[config.mk]
export PLATFORM = sky130hd
export DESIGN_NAME = p4_router_ingress_mtu_guard
export DESIGN_NICKNAME = d
export VERILOG_FILES = /design/src/rtl/p4_router_ingress_mtu_guard.sv
export SDC_FILE = /design/constraint.sdc
export NUM_CORES = 1
export LEC_CHECK = 0
export CORE_AREA = 2 2 509 511
export DETAILED_ROUTE_END_ITERATION = 16
export DIE_AREA = 0 0 511 513
export PLACE_DENSITY = 0.36
export SYNTH_ARGS = -nofsm -noshare
export SYNTH_HDL_FRONTEND = slang
export SYNTH_SLANG_ARGS = --single-unit
[constraint.sdc]
create_clock -name clk -period 138.9 [get_ports clk]
set_input_delay 13.89 -clock clk [delete_from_list [all_inputs] [get_ports clk]]
set_output_delay 13.89 -clock clk [all_outputs]
set_load 0.02 [all_outputs]
[src/rtl/p4_router_ingress_mtu_guard.sv]
// p4_router_ingress_mtu_guard: per-packet MTU truncation, optional runt flagging (macro P4_ROUTER_ING_GUARD_RUNT_CHECK_EN), enable gate and stats
module p4_router_ingress_mtu_guard #(
    parameter int MTU_BYTES              = 1500,
    parameter int MIN_PKT_BYTES          = 14,
    parameter int COUNTER_WIDTH          = 32,
    parameter int DATA_BYTES             = 64,
    parameter int USER_WIDTH             = 4,
    parameter int NUM_ING_PHYS_PORTS_LOG = 2
) (
    input  logic                       clk,
    input  logic                       sreset,
    input  logic [DATA_BYTES*8-1:0]    ing_tdata,
    input  logic [DATA_BYTES-1:0]      ing_tkeep,
    input  logic [USER_WIDTH-1:0]      ing_tuser,
    input  logic                       ing_tlast,
    input  logic                       ing_tvalid,
    output logic                       ing_tready,
    output logic [DATA_BYTES*8-1:0]    vnp4_tdata,
    output logic [DATA_BYTES-1:0]      vnp4_tkeep,
    output logic [USER_WIDTH-1:0]      vnp4_tuser,
    output logic                       vnp4_tlast,
    output logic                       vnp4_tvalid,
    input  logic                       vnp4_tready,
    input  logic                       enable,
    input  logic                       cnts_clear,
    output logic [COUNTER_WIDTH-1:0]   pkt_cnt,
    output logic [COUNTER_WIDTH-1:0]   oversize_cnt,
    output logic [COUNTER_WIDTH-1:0]   runt_cnt,
    output logic [COUNTER_WIDTH-1:0]   discard_beat_cnt
);
    localparam int LW = $clog2(MTU_BYTES + DATA_BYTES + 1);
    localparam int BW = $clog2(DATA_BYTES + 1);
    localparam int PW = DATA_BYTES * 9 + USER_WIDTH + 1;

    if (USER_WIDTH < NUM_ING_PHYS_PORTS_LOG + 1) begin : g_bad_user
        $error("USER_WIDTH must hold the port index plus the error flag");
    end
    if (MIN_PKT_BYTES > DATA_BYTES || DATA_BYTES > MTU_BYTES) begin : g_bad_len
        $error("need MIN_PKT_BYTES <= DATA_BYTES <= MTU_BYTES");
    end

    typedef enum logic {PASS, DISCARD} state_t;
    state_t state, state_n;
    logic [BW-1:0] beat_bytes;
    logic [LW-1:0] len, len_n, next_len;
    logic ovs, runt, acc, push, pop, tready_q;
    logic [1:0] cnt, cnt_n;
    logic [PW-1:0] in_beat, e0, e1;

    function automatic logic [COUNTER_WIDTH-1:0] sat_inc(input logic [COUNTER_WIDTH-1:0] c, input logic inc);
        return (inc && !(&c)) ? c + COUNTER_WIDTH'(1) : c;
    endfunction

    // byte count of the current beat; tkeep is LSB-contiguous so popcount is the length
    always_comb begin
        beat_bytes = '0;
        for (int i = 0; i < DATA_BYTES; i++) beat_bytes = beat_bytes + BW'(ing_tkeep[i]);
    end

    assign next_len = len + LW'(beat_bytes);
    assign ovs      = next_len > LW'(MTU_BYTES);
`ifdef P4_ROUTER_ING_GUARD_RUNT_CHECK_EN
    assign runt     = ing_tlast && next_len < LW'(MIN_PKT_BYTES);
`else
    assign runt     = 1'b0;
`endif
    assign acc      = ing_tvalid && tready_q;
    assign push     = acc && state == PASS;
    assign pop      = vnp4_tvalid && vnp4_tready;
    assign cnt_n    = cnt + 2'(push) - 2'(pop);
    assign in_beat  = {ing_tlast || ovs, ing_tuser[USER_WIDTH-1] || ovs || runt,
                       ing_tuser[USER_WIDTH-2:0], ing_tkeep, ing_tdata};
    assign state_n  = push ? ((ovs && !ing_tlast) ? DISCARD : PASS) : (acc && ing_tlast) ? PASS : state;
    assign len_n    = push ? ((ing_tlast || ovs) ? '0 : next_len) : len;

    assign ing_tready  = tready_q;
    assign vnp4_tvalid = cnt != 2'd0;
    assign {vnp4_tlast, vnp4_tuser, vnp4_tkeep, vnp4_tdata} = e0;

    // packet state, running length and registered upstream ready (gate applies only between packets)
    always_ff @(posedge clk) begin
        if (sreset) begin
            state    <= PASS;
            len      <= '0;
            tready_q <= 1'b0;
        end else begin
            state    <= state_n;
            len      <= len_n;
            tready_q <= state_n == DISCARD || (cnt_n != 2'd2 && (len_n != '0 || enable));
        end
    end

    // two-entry skid buffer, head always in e0 so the output payload only moves on a pop
    always_ff @(posedge clk) begin
        cnt <= sreset ? 2'd0 : cnt_n;
        if (push && cnt == 2'(pop)) e0 <= in_beat;
        else if (pop) e0 <= e1;
        if (push && cnt == 2'(pop) + 2'd1) e1 <= in_beat;
    end

    // saturating statistics; clear beats a same-cycle increment
    always_ff @(posedge clk) begin
        if (sreset || cnts_clear) begin
            pkt_cnt          <= '0;
            oversize_cnt     <= '0;
            discard_beat_cnt <= '0;
        end else begin
            pkt_cnt          <= sat_inc(pkt_cnt, pop && vnp4_tlast);
            oversize_cnt     <= sat_inc(oversize_cnt, push && ovs);
            discard_beat_cnt <= sat_inc(discard_beat_cnt, acc && state == DISCARD);
        end
    end

`ifdef P4_ROUTER_ING_GUARD_RUNT_CHECK_EN
    // runt statistics
    always_ff @(posedge clk) begin
        runt_cnt <= (sreset || cnts_clear) ? '0 : sat_inc(runt_cnt, push && runt);
    end
`else
    assign runt_cnt = '0;
`endif
endmodule

==> out/results.tsv <==
stage	metric	value	unit
power	p_clk_share	26.5	%
timing	setup_tns	0	ns
power	p_int	1.022	mW
yosys	ys.flop_type	edfxtp_1	
timing	timing_hold_violations_final	0	
setup_path	reg2reg_to	oversize_cnt[28]	
setup_path	reg2reg_depth	20	
place	hpwl	139.7	mm
setup_path	ff2ff_setup_slack	131.87	ns
global_routing	grt_max_degree	147	
floorplan	dieHeight	513	um
yosys	synth_edf_count	1162	
job	max_cap_violations	0	
drt	vias_per_cell	3.840	
global_routing	grt_first_pass_wirelength	260.4	mm
power	vdd_drop_max	0.05874	mV
clocking	ctsHtreeMaxLevel	4	
global_routing	antenna_found_initial	93	
clocking	cts_setup_buffers	0	
timing	rsz0062_at_grt	no	
setup_path	required	139.61	ns
yosys	async_flop_share	0	%
clocking	clockBufferDepth	3	
setup_path	end_kind	flip-flop	
yosys	synth.avg_cell_area	18.41	um^2
power	switching_share	36.47	%
clocking	cts-root-buf	clkbuf_16	
setup_path	r2r-start	len[0]	
place	place_congestion	0.7835	
timing	fin_crit	20.79	ns
yosys	ys_seq_area_share	74.98	%
yosys	syn_area	49500	um^2
floorplan	fp.dieW	511	um
layout	fin_util	27.92	%
global_routing	grt_pass1_vias	30310	
drt	wl_per_cell	25.24	um
timing	finalCritPeriodShare	14.97	%
timing	fmax	48.09	MHz
setup_path	worst_ep_arrival_time	21.50	ns
power	comb_power_share	39.2	%
yosys	ys_warn_count	0	
clocking	cts_tree	built	
timing	maxSlewHeadroom	13.12	%
layout	area_growth	44.51	%
place	portBuffers	1265	
layout	fillerInstances	25830	
global_routing	track_usage	14.11	%
power	p_switching	0.5867	mW
place	placed_area	66150	um^2
drt	postRouteAntennaNets	0	
yosys	syn_inst	2688	
layout	nets	4730	
min_path	holdCritPathClass	flip-flop to flip-flop	
floorplan	fp-row-count	186	
drt	firstDrtPassIters	5	
drt	routed_wl	191.5	mm
setup_path	path_class	input port to flip-flop	
drt	drtIter0Drc	1702	
setup_path	cp_max_fo	8	
clocking	cts_sinks	1273	
yosys	synth-seq-cells	1273	
global_routing	grt_overflow	0	
layout	fin_area	71530	um^2
yosys	yosys.cell_types.count	72	
clocking	cts_resized	0	
timing	slew_violations	0	
clocking	clk_pin_slew	0.06	ns
timing	finalSetupViolCount	0	
clocking	cts-hold-fix-buffers	0	
power	seqPwrFrac	34.3	%
setup_path	endpoint	oversize_cnt[28]	
min_path	hold_start	pkt_cnt[30]	
setup_path	cp-start-kind	input port	
floorplan	core-area	256200	um^2
power	pwr_density_cell	22.49	nW/um^2
drt	vias	29140	
outcome	status	finished, final reports clean	
layout	layout-drive-gt1-share	20.79	%
floorplan	ioPinCount	1298	
timing	worst_slew_pin_slew	1.303	ns
floorplan	dieArea	262100	um^2
clocking	clkLatencyLatePin	0.80	ns
timing	finClkSkew	0.05415	ns
setup_path	critical_path.startpoint	ing_tkeep[37]	
drt	drt_drc_violations_left	0	
floorplan	initial_utilization	19.32	%
power	p_leak	23.57	nW
min_path	hold_depth	2	
clocking	numCtsBuffers	163	
## final cells by class
cell class	count	area, um^2	area share [%]
sequential	1273	37120	51.89
timing repair buffer	1292	12950	18.11
multi-input combinational	1216	11440	15.99
clock buffer	202	4278	5.980
tap	3384	4234	5.919
clock inverter	98	1069	1.494
inverter	109	409.1	0.5720
antenna	15	37.54	0.05248
## state kept, by name, summed over array words and instances (netlist names)
| name | flops |
|---|---|
| discard_beat_cnt | 32 |
| len | 11 |
| cnt | 2 |
| e0 | 581 |
| ing_tready | 1 |
| e1 | 581 |
| oversize_cnt | 32 |
| state | 1 |
| pkt_cnt | 32 |
## how the worst min path moves through the flow
stage	to	slack, ns
after floorplan	len[0]	0.50
after CTS	pkt_cnt[30]	0.50
final	pkt_cnt[30]	0.50
after detailed placement	pkt_cnt[30]	0.49
after global routing	pkt_cnt[30]	0.52
after global placement	pkt_cnt[30]	0.47
## worst max-delay path, stage by stage
cell and delay [ns]:
clkdlybuf4s50_1 0.51, inv_1 0.10, fa_1 0.51, inv_1 0.06, fa_1 0.42, fa_1 0.54
inv_1 0.05, fa_1 0.52, inv_1 0.05, fa_1 0.53, fa_1 0.44, fa_1 0.54
inv_1 0.06, fa_1 0.53, fa_1 0.47, and2b_1 0.25, o22ai_1 0.11, xnor2_1 0.27
a41o_1 0.32, a41oi_4 0.22, nor4_4 0.57, and4_1 0.29, mux2i_1 0.21
## synthesized netlist by cell type (2+ instances only)
library cell  count  share of area [%]
a21oi_1          28               0.28
a21oi_2           2              0.035
a22oi_1           9               0.14
a31o_2            6               0.11
a31oi_1           7              0.088
a41o_1            6               0.12
and2_1            5              0.063
and3_1           11               0.14
and4_1           14               0.25
buf_2            64               0.65
buf_4            33               0.50
clkbuf_1         22               0.17
dfxtp_1         111                4.5
edfxtp_1       1162                 70
fa_1             56                2.3
ha_1             32               0.81
inv_1           109               0.83
mux2_2          581                 13
mux2i_1          13               0.26
nand2_1          65               0.49
nand2b_1          3              0.038
nand3_1          43               0.43
nand4_1          24               0.30
nor2_1           90               0.68
nor2b_1           3              0.038
nor3_1           20               0.20
nor4_1            5              0.063
nor4_4            2              0.086
o211ai_1          3              0.045
o21a_1            2              0.030
o21ai_0          18               0.18
or2_2             4              0.051
or3_1            31               0.39
or4_1             5              0.076
xnor2_1          28               0.50
xor2_1           34               0.60
xor2_2            2              0.066
## power by group through the flow
stage / Sequential [mW] / Combinational, mW / Clock (mW)
2_1_floorplan: 0.686 / 0.305 / 0
3_3_place_gp: 0.559 / 0.650 / 0
3_5_place_dp: 0.560 / 0.649 / 0
4_1_cts: 0.553 / 0.652 / 0.445
5_1_grt: 0.559 / 0.685 / 0.457
6_report: 0.551 / 0.631 / 0.426
## layer usage
layer  wire [um]  vias up  track usage (%)
met5         674        -                0
met4        3256      106            2.470
met3       21820      314            7.736
met2       94590     1033            24.32
met1       71200    14710            15.26
li1            -    12980                -
## layout by cell type (no fill, tap or decap), drive strengths merged, types with 32 or more instances in the layout
cell           count
nand2             65
mux2             581
conb              32
inv              114
edfxtp          1162
dfxtp            111
clkinv            75
clkbuf           202
xor2              36
ha                32
clkdlybuf4s50   1265
fa                56
nand3             44
nor2              90
## per-stage QoR
step / hold slack [ns] / power [mW] / instances / setup slack, ns
after floorplan: 0.5017 / 0.9910 / 2719 / 82.72
after global placement: 0.4742 / 1.209 / 7274 / 117.27
after detailed placement: 0.4856 / 1.209 / 7274 / 117.24
after CTS: 0.4971 / 1.650 / 7574 / 118.09
after global routing: 0.5174 / 1.701 / 7575 / 117.82
final: 0.4955 / 1.608 / 7589 / 118.11
## cells by family (layout without fill, tap and decap cells)
group           after synthesis  in the layout  synth area share, %
fa+ha+maj                    88             88                3.074
buf+inv                     230           1701                2.171
flops                      1273           1273                74.98
other cells                   1             47             0.007576
simple gates                335            335                3.526
xor+xnor                     65             65                1.196
mux                         594            594                13.48
compound gates              102            102                1.560
No activity file was read; power rests on OpenSTA's default activity.
